[src/rtl/board_pkg.sv]
// Shared types for the board reader: board geometry, coordinate type, reader FSM states.
// Latency: n/a (types and constants only).
// Backpressure: n/a.
package board_pkg;

    // Board rows and columns; the reader is built and checked at 8.
    localparam int BOARD_DIM = 8;

    // Row or column index on the 8x8 board.
    typedef logic [2:0] coord_t;

    // Reader control states.
    typedef enum logic [1:0] {
        RD_IDLE = 2'd0,
        RD_SCAN = 2'd1,
        RD_EMIT = 2'd2,
        RD_DONE = 2'd3
    } rd_state_e;

endpackage

[src/rtl/board_reader.sv]
// Snapshots the live board on start, walks it row-major and presents each filled cell's coordinate.
// Latency: one cycle per empty cell, two per filled cell (scan + emit), then a one-cycle done pulse.
// Backpressure: cell_valid/cell_ready handshake; cell_ready low holds the presented coordinate indefinitely.
//
// Ports: clk, rst_n (async active-low); board (live board, board[r][c]=1 filled); start (sampled in IDLE);
//        busy (scan in progress); cell_valid/cell_ready/row_out/clm_out (filled-cell stream);
//        done (end-of-scan pulse); fill_count, row_full (results of last scan, held until next start).
module board_reader #(
    parameter int BOARD_DIM = board_pkg::BOARD_DIM
) (
    input  logic                 clk,
    input  logic                 rst_n,
    input  logic [BOARD_DIM-1:0] board [BOARD_DIM-1:0],
    input  logic                 start,
    output logic                 busy,
    output logic                 cell_valid,
    input  logic                 cell_ready,
    output logic [2:0]           row_out,
    output logic [2:0]           clm_out,
    output logic                 done,
    output logic [6:0]           fill_count,
    output logic [BOARD_DIM-1:0] row_full
);

    import board_pkg::*;

    localparam int NCELLS = BOARD_DIM * BOARD_DIM;

    // Index and counter widths are sized for the 8x8 board: idx[5:3]=row, idx[2:0]=column.
    localparam logic [5:0] LAST_IDX = 6'd63;

    rd_state_e              state_q, state_d;
    logic [NCELLS-1:0]      snap_q, snap_d;
    logic [5:0]             idx_q, idx_d;
    logic [6:0]             fill_q, fill_d;
    logic [BOARD_DIM-1:0]   row_full_q, row_full_d;
    coord_t                 row_q, row_d;
    coord_t                 clm_q, clm_d;

    logic [NCELLS-1:0]      board_flat;
    logic [BOARD_DIM-1:0]   snap_row_full;

    // Flatten the live board so that bit r*BOARD_DIM+c matches the scan index of cell (r,c).
    always_comb begin
        board_flat = '0;
        for (int r = 0; r < BOARD_DIM; r++) begin
            for (int c = 0; c < BOARD_DIM; c++) begin
                board_flat[r*BOARD_DIM + c] = board[r][c];
            end
        end
    end

    always_comb begin
        snap_row_full = '0;
        for (int r = 0; r < BOARD_DIM; r++) begin
            snap_row_full[r] = &snap_q[r*BOARD_DIM +: BOARD_DIM];
        end
    end

    always_comb begin
        state_d    = state_q;
        snap_d     = snap_q;
        idx_d      = idx_q;
        fill_d     = fill_q;
        row_full_d = row_full_q;
        row_d      = row_q;
        clm_d      = clm_q;

        case (state_q)
            RD_IDLE: begin
                if (start) begin
                    snap_d     = board_flat;
                    fill_d     = '0;
                    row_full_d = '0;
                    idx_d      = '0;
                    state_d    = RD_SCAN;
                end
            end

            RD_SCAN: begin
                if (snap_q[idx_q]) begin
                    fill_d  = fill_q + 7'd1;
                    row_d   = idx_q[5:3];
                    clm_d   = idx_q[2:0];
                    state_d = RD_EMIT;
                end else if (idx_q == LAST_IDX) begin
                    row_full_d = snap_row_full;
                    state_d    = RD_DONE;
                end else begin
                    idx_d = idx_q + 6'd1;
                end
            end

            RD_EMIT: begin
                if (cell_ready) begin
                    if (idx_q == LAST_IDX) begin
                        // Last cell accepted: idx stays at 63 rather than wrapping.
                        row_full_d = snap_row_full;
                        state_d    = RD_DONE;
                    end else begin
                        idx_d   = idx_q + 6'd1;
                        state_d = RD_SCAN;
                    end
                end
            end

            RD_DONE: begin
                state_d = RD_IDLE;
            end

            default: begin
                state_d = RD_IDLE;
            end
        endcase
    end

    always_ff @(posedge clk or negedge rst_n) begin
        if (!rst_n) begin
            state_q    <= RD_IDLE;
            snap_q     <= '0;
            idx_q      <= '0;
            fill_q     <= '0;
            row_full_q <= '0;
            row_q      <= '0;
            clm_q      <= '0;
        end else begin
            state_q    <= state_d;
            snap_q     <= snap_d;
            idx_q      <= idx_d;
            fill_q     <= fill_d;
            row_full_q <= row_full_d;
            row_q      <= row_d;
            clm_q      <= clm_d;
        end
    end

    assign busy       = (state_q == RD_SCAN) || (state_q == RD_EMIT);
    assign cell_valid = (state_q == RD_EMIT);
    assign done       = (state_q == RD_DONE);
    assign row_out    = row_q;
    assign clm_out    = clm_q;
    assign fill_count = fill_q;
    assign row_full   = row_full_q;

endmodule

[config.mk]
export PLATFORM = sky130hd
export DESIGN_NAME = board_reader
export DESIGN_NICKNAME = d
export VERILOG_FILES = /design/src/rtl/board_pkg.sv /design/src/rtl/board_reader.sv
export SDC_FILE = /design/constraint.sdc
export NUM_CORES = 1
export LEC_CHECK = 0
export ABC_AREA = 0
export CAP_MARGIN = 10
export CORE_ASPECT_RATIO = 1.4
export CORE_MARGIN = 4
export CORE_UTILIZATION = 30
export CTS_CLUSTER_DIAMETER = 30
export DETAILED_ROUTE_END_ITERATION = 8
export SLEW_MARGIN = 20
export SYNTH_ARGS = -nofsm -noshare
export SYNTH_HDL_FRONTEND = slang
export SYNTH_SLANG_ARGS = --single-unit
[constraint.sdc]
create_clock -name clk -period 2.91 [get_ports clk]
set_input_delay 0.582 -clock clk [delete_from_list [all_inputs] [get_ports clk]]
set_output_delay 0.582 -clock clk [all_outputs]
set_load 0.1 [all_outputs]
==> results_dict.tcl <==
set metrics [dict create \
    synth_cell_types 47 \
    clkLatencyLatePin_ns 0.34 \
    gp_congestion 0.791 \
    grt_pass1_wl_um 18700 \
    num_vias 3443 \
    diodes 0 \
    maxCapViolCount 0 \
    yosysTopAreaCell "dfrtp_1" \
    fin_nets 552 \
    post-route-worst-setup-slack_ns 0.287 \
    numPortBuffers 91 \
    dpl.cell_count 659 \
    clkSlewWorstSetupHoldPaths_ns 0.06 \
    worstSetupPathType "flip-flop to flip-flop" \
    synthTopCellsByCount "93 x dfrtp_1, 75 x mux2_2, 33 x mux2i_1" \
    ir_worst_vdd_mv 0.918 \
    firstDrtPassIters 5 \
    core_um2 15200 \
    synthToLayoutAreaGrowth_pct 30.1 \
    antenna_found_initial 0 \
    dpl_cell_area_um2 5790 \
    postRouteWirelength_um 11600 \
    syn_area_um2 4690 \
    netlist_instances 389 \
    crit_required_ns 3.12 \
    synth_enable_flop_cells 0 \
    path_max_fanout 18 \
    drive_above_1_share 0.282 \
    crit_chain "and2_1, a22oi_1, a211oi_2, nor4_4, a22oi_4, buf_4, and2_1, o211ai_1" \
    ys_ff_latch 93 \
    drc 0 \
    die_area_um2 17700 \
    numCtsBuffers 9 \
    fp.dieW_um 114 \
    place_ws_ns 0.0575 \
    cp-end-kind "flip-flop" \
    yosysSeqAreaShare 0.496 \
    placementRows 53 \
    synth_most_common_cell "dfrtp_1" \
    setup_violations 0 \
    max_stage_delay_ns 0.55 \
    cp.depth 8 \
    yosysTopAreaCellShare 0.496 \
    yosysWarnings 0 \
    grt_usage 0.134 \
    period_needed_ns 2.62 \
    power.total_w 0.00663 \
    final_cell_area_um2 6100 \
    cts_max_level 3 \
    grt_max_degree 68 \
    crit_arrival_ns 2.83 \
    slew-limit-headroom 0.612 \
    synth_ff_type "dfrtp_1" \
    p_leak_nw 2.59 \
    worst_slew_pin_slew_ns 0.581 \
    power_density_nw_per_um2 1090 \
    crit_buf_inv 1 \
    ios 92 \
    vias_per_cell 5.10 \
    async_flop_share 1.00 \
    drt_iter0_drc 123 \
    yosys-top-cells-area "dfrtp_1 50%, mux2_2 18%, mux2i_1 7.0%, a22oi_1 2.6%, nand2_1 2.2%" \
    wire_per_inst_um 17.2 \
    rrSetupSlack_ns 0.29 \
    rsz0062_at_grt "no" \
    initial_core_util 0.309 \
    grt_pass1_vias 3636 \
    setup_tns_ns 0 \
    reg2regPathDepth 8 \
    cp_common_cell "and2_1" \
    ctsHoldBuffers 0 \
    avgSynthCellArea_um2 12.1 \
    cts_tree "done" \
    fmax_mhz 381 \
    overflow 0 \
    min_period_over_period 0.901 \
    skew_ns 0.00826 \
    hp-class "primary input to asynchronous set/reset pin" \
    path_delay_family "simple AND/OR/NAND/NOR gates" \
    rr_endpoint "idx_q[1]" \
    status "completed" \
    drv_slew 0 \
    clk_path_buf_depth 2 \
    stdcell_count 675 \
    reg2reg_from "idx_q[2]" \
    cts-root-buf "clkbuf_16" \
    startpoint "idx_q[2]" \
    critPathSlowestCell "and2_1" \
    hpwl_um 8740 \
    hold_viol 0 \
    worstSetupEndpoint "idx_q[1]" \
    antenna_left 0 \
    syn_nets 463 \
    cts.sinks 93 \
    start_kind "flip-flop" \
    die_y_um 156 \
]
[per-layer routing]
metal / track usage / part of all wire / wire length (um)
met1: 0.166 / 0.42 / 4840
met2: 0.234 / 0.52 / 6080
met3: 0.0260 / 0.047 / 551
met4: 0.0412 / 0.014 / 163
met5: 0 / 0 / 0
[area by class of cell]
cell class / count / area (um^2)
Inverter: 9 / 33.8
Clock inverter: 5 / 58.8
Sequential cell: 93 / 2330
Timing Repair Buffer: 99 / 971
Multi-Input combinational cell: 266 / 2210
Clock buffer: 11 / 253
Tap cell: 192 / 240
Fill cell: 1487 / 9090
[where the power goes]
| group | total, W | switching, W | internal (W) |
|---|---|---|---|
| clock | 0.00120 | 0.000492 | 0.000713 |
| combinational | 0.00312 | 0.00171 | 0.00140 |
| sequential | 0.00231 | 0.000473 | 0.00183 |
| total | 0.00663 | 0.00268 | 0.00395 |
[through the flow]
step | util | hold slack [ns]
finish | 0.402 | 0.194
global route | 0.402 | 0.218
CTS | 0.402 | 0.205
detailed placement | 0.381 | 0.485
global placement | 0.381 | 0.486
floorplan | - | 0.286
[state kept, by name, summed over array words and instances (netlist names)]
signal / flops
idx_q: 6
state_q: 2
clm_out: 3
row_full: 8
snap_q: 64
fill_count: 7
row_out: 3
[how the worst min path moves through the flow]
stage	startpoint	endpoint	slack, ns	depth (start not counted)
after CTS	rst_n	row_full[4]	0.21	1
after floorplan	rst_n	clm_out[0]	0.29	0
after global placement	clm_out[1]	clm_out[1]	0.49	2
after global routing	rst_n	snap_q[56]	0.22	1
final	rst_n	fill_count[1]	0.19	1
after detailed placement	clm_out[1]	clm_out[1]	0.48	2
[cell usage in the layout (no fill, tap or decap), types with 3 or more instances in the layout]
cell type	n
nand3_1	14
and2_1	3
nand2_1	27
clkdlybuf4s50_1	66
nor2_1	6
o21ai_0	10
nand4_1	10
mux2i_1	33
mux2_2	75
a22oi_1	16
ha_1	6
buf_4	28
a21oi_1	10
nand2b_1	4
o22a_1	4
a21o_1	3
clkbuf_16	9
dfrtp_1	92
inv_1	9
nor3_1	9
buf_12	5
and3_1	4
[cells by family (layout without fill, tap and decap cells)]
kind of cell | count (synthesis) | count (layout) | synth area share
compound gates | 63 | 63 | 0.103
buf+inv | 30 | 124 | 0.0325
simple gates | 89 | 89 | 0.102
flops | 93 | 93 | 0.496
fa+ha+maj | 6 | 6 | 0.0160
mux | 108 | 108 | 0.251
[timing repair]
item,CTS,global route
buffers inserted,0,0
resized for setup,0,1
setup endpoints to repair,0,20
No activity file was read; power rests on OpenSTA's default activity.
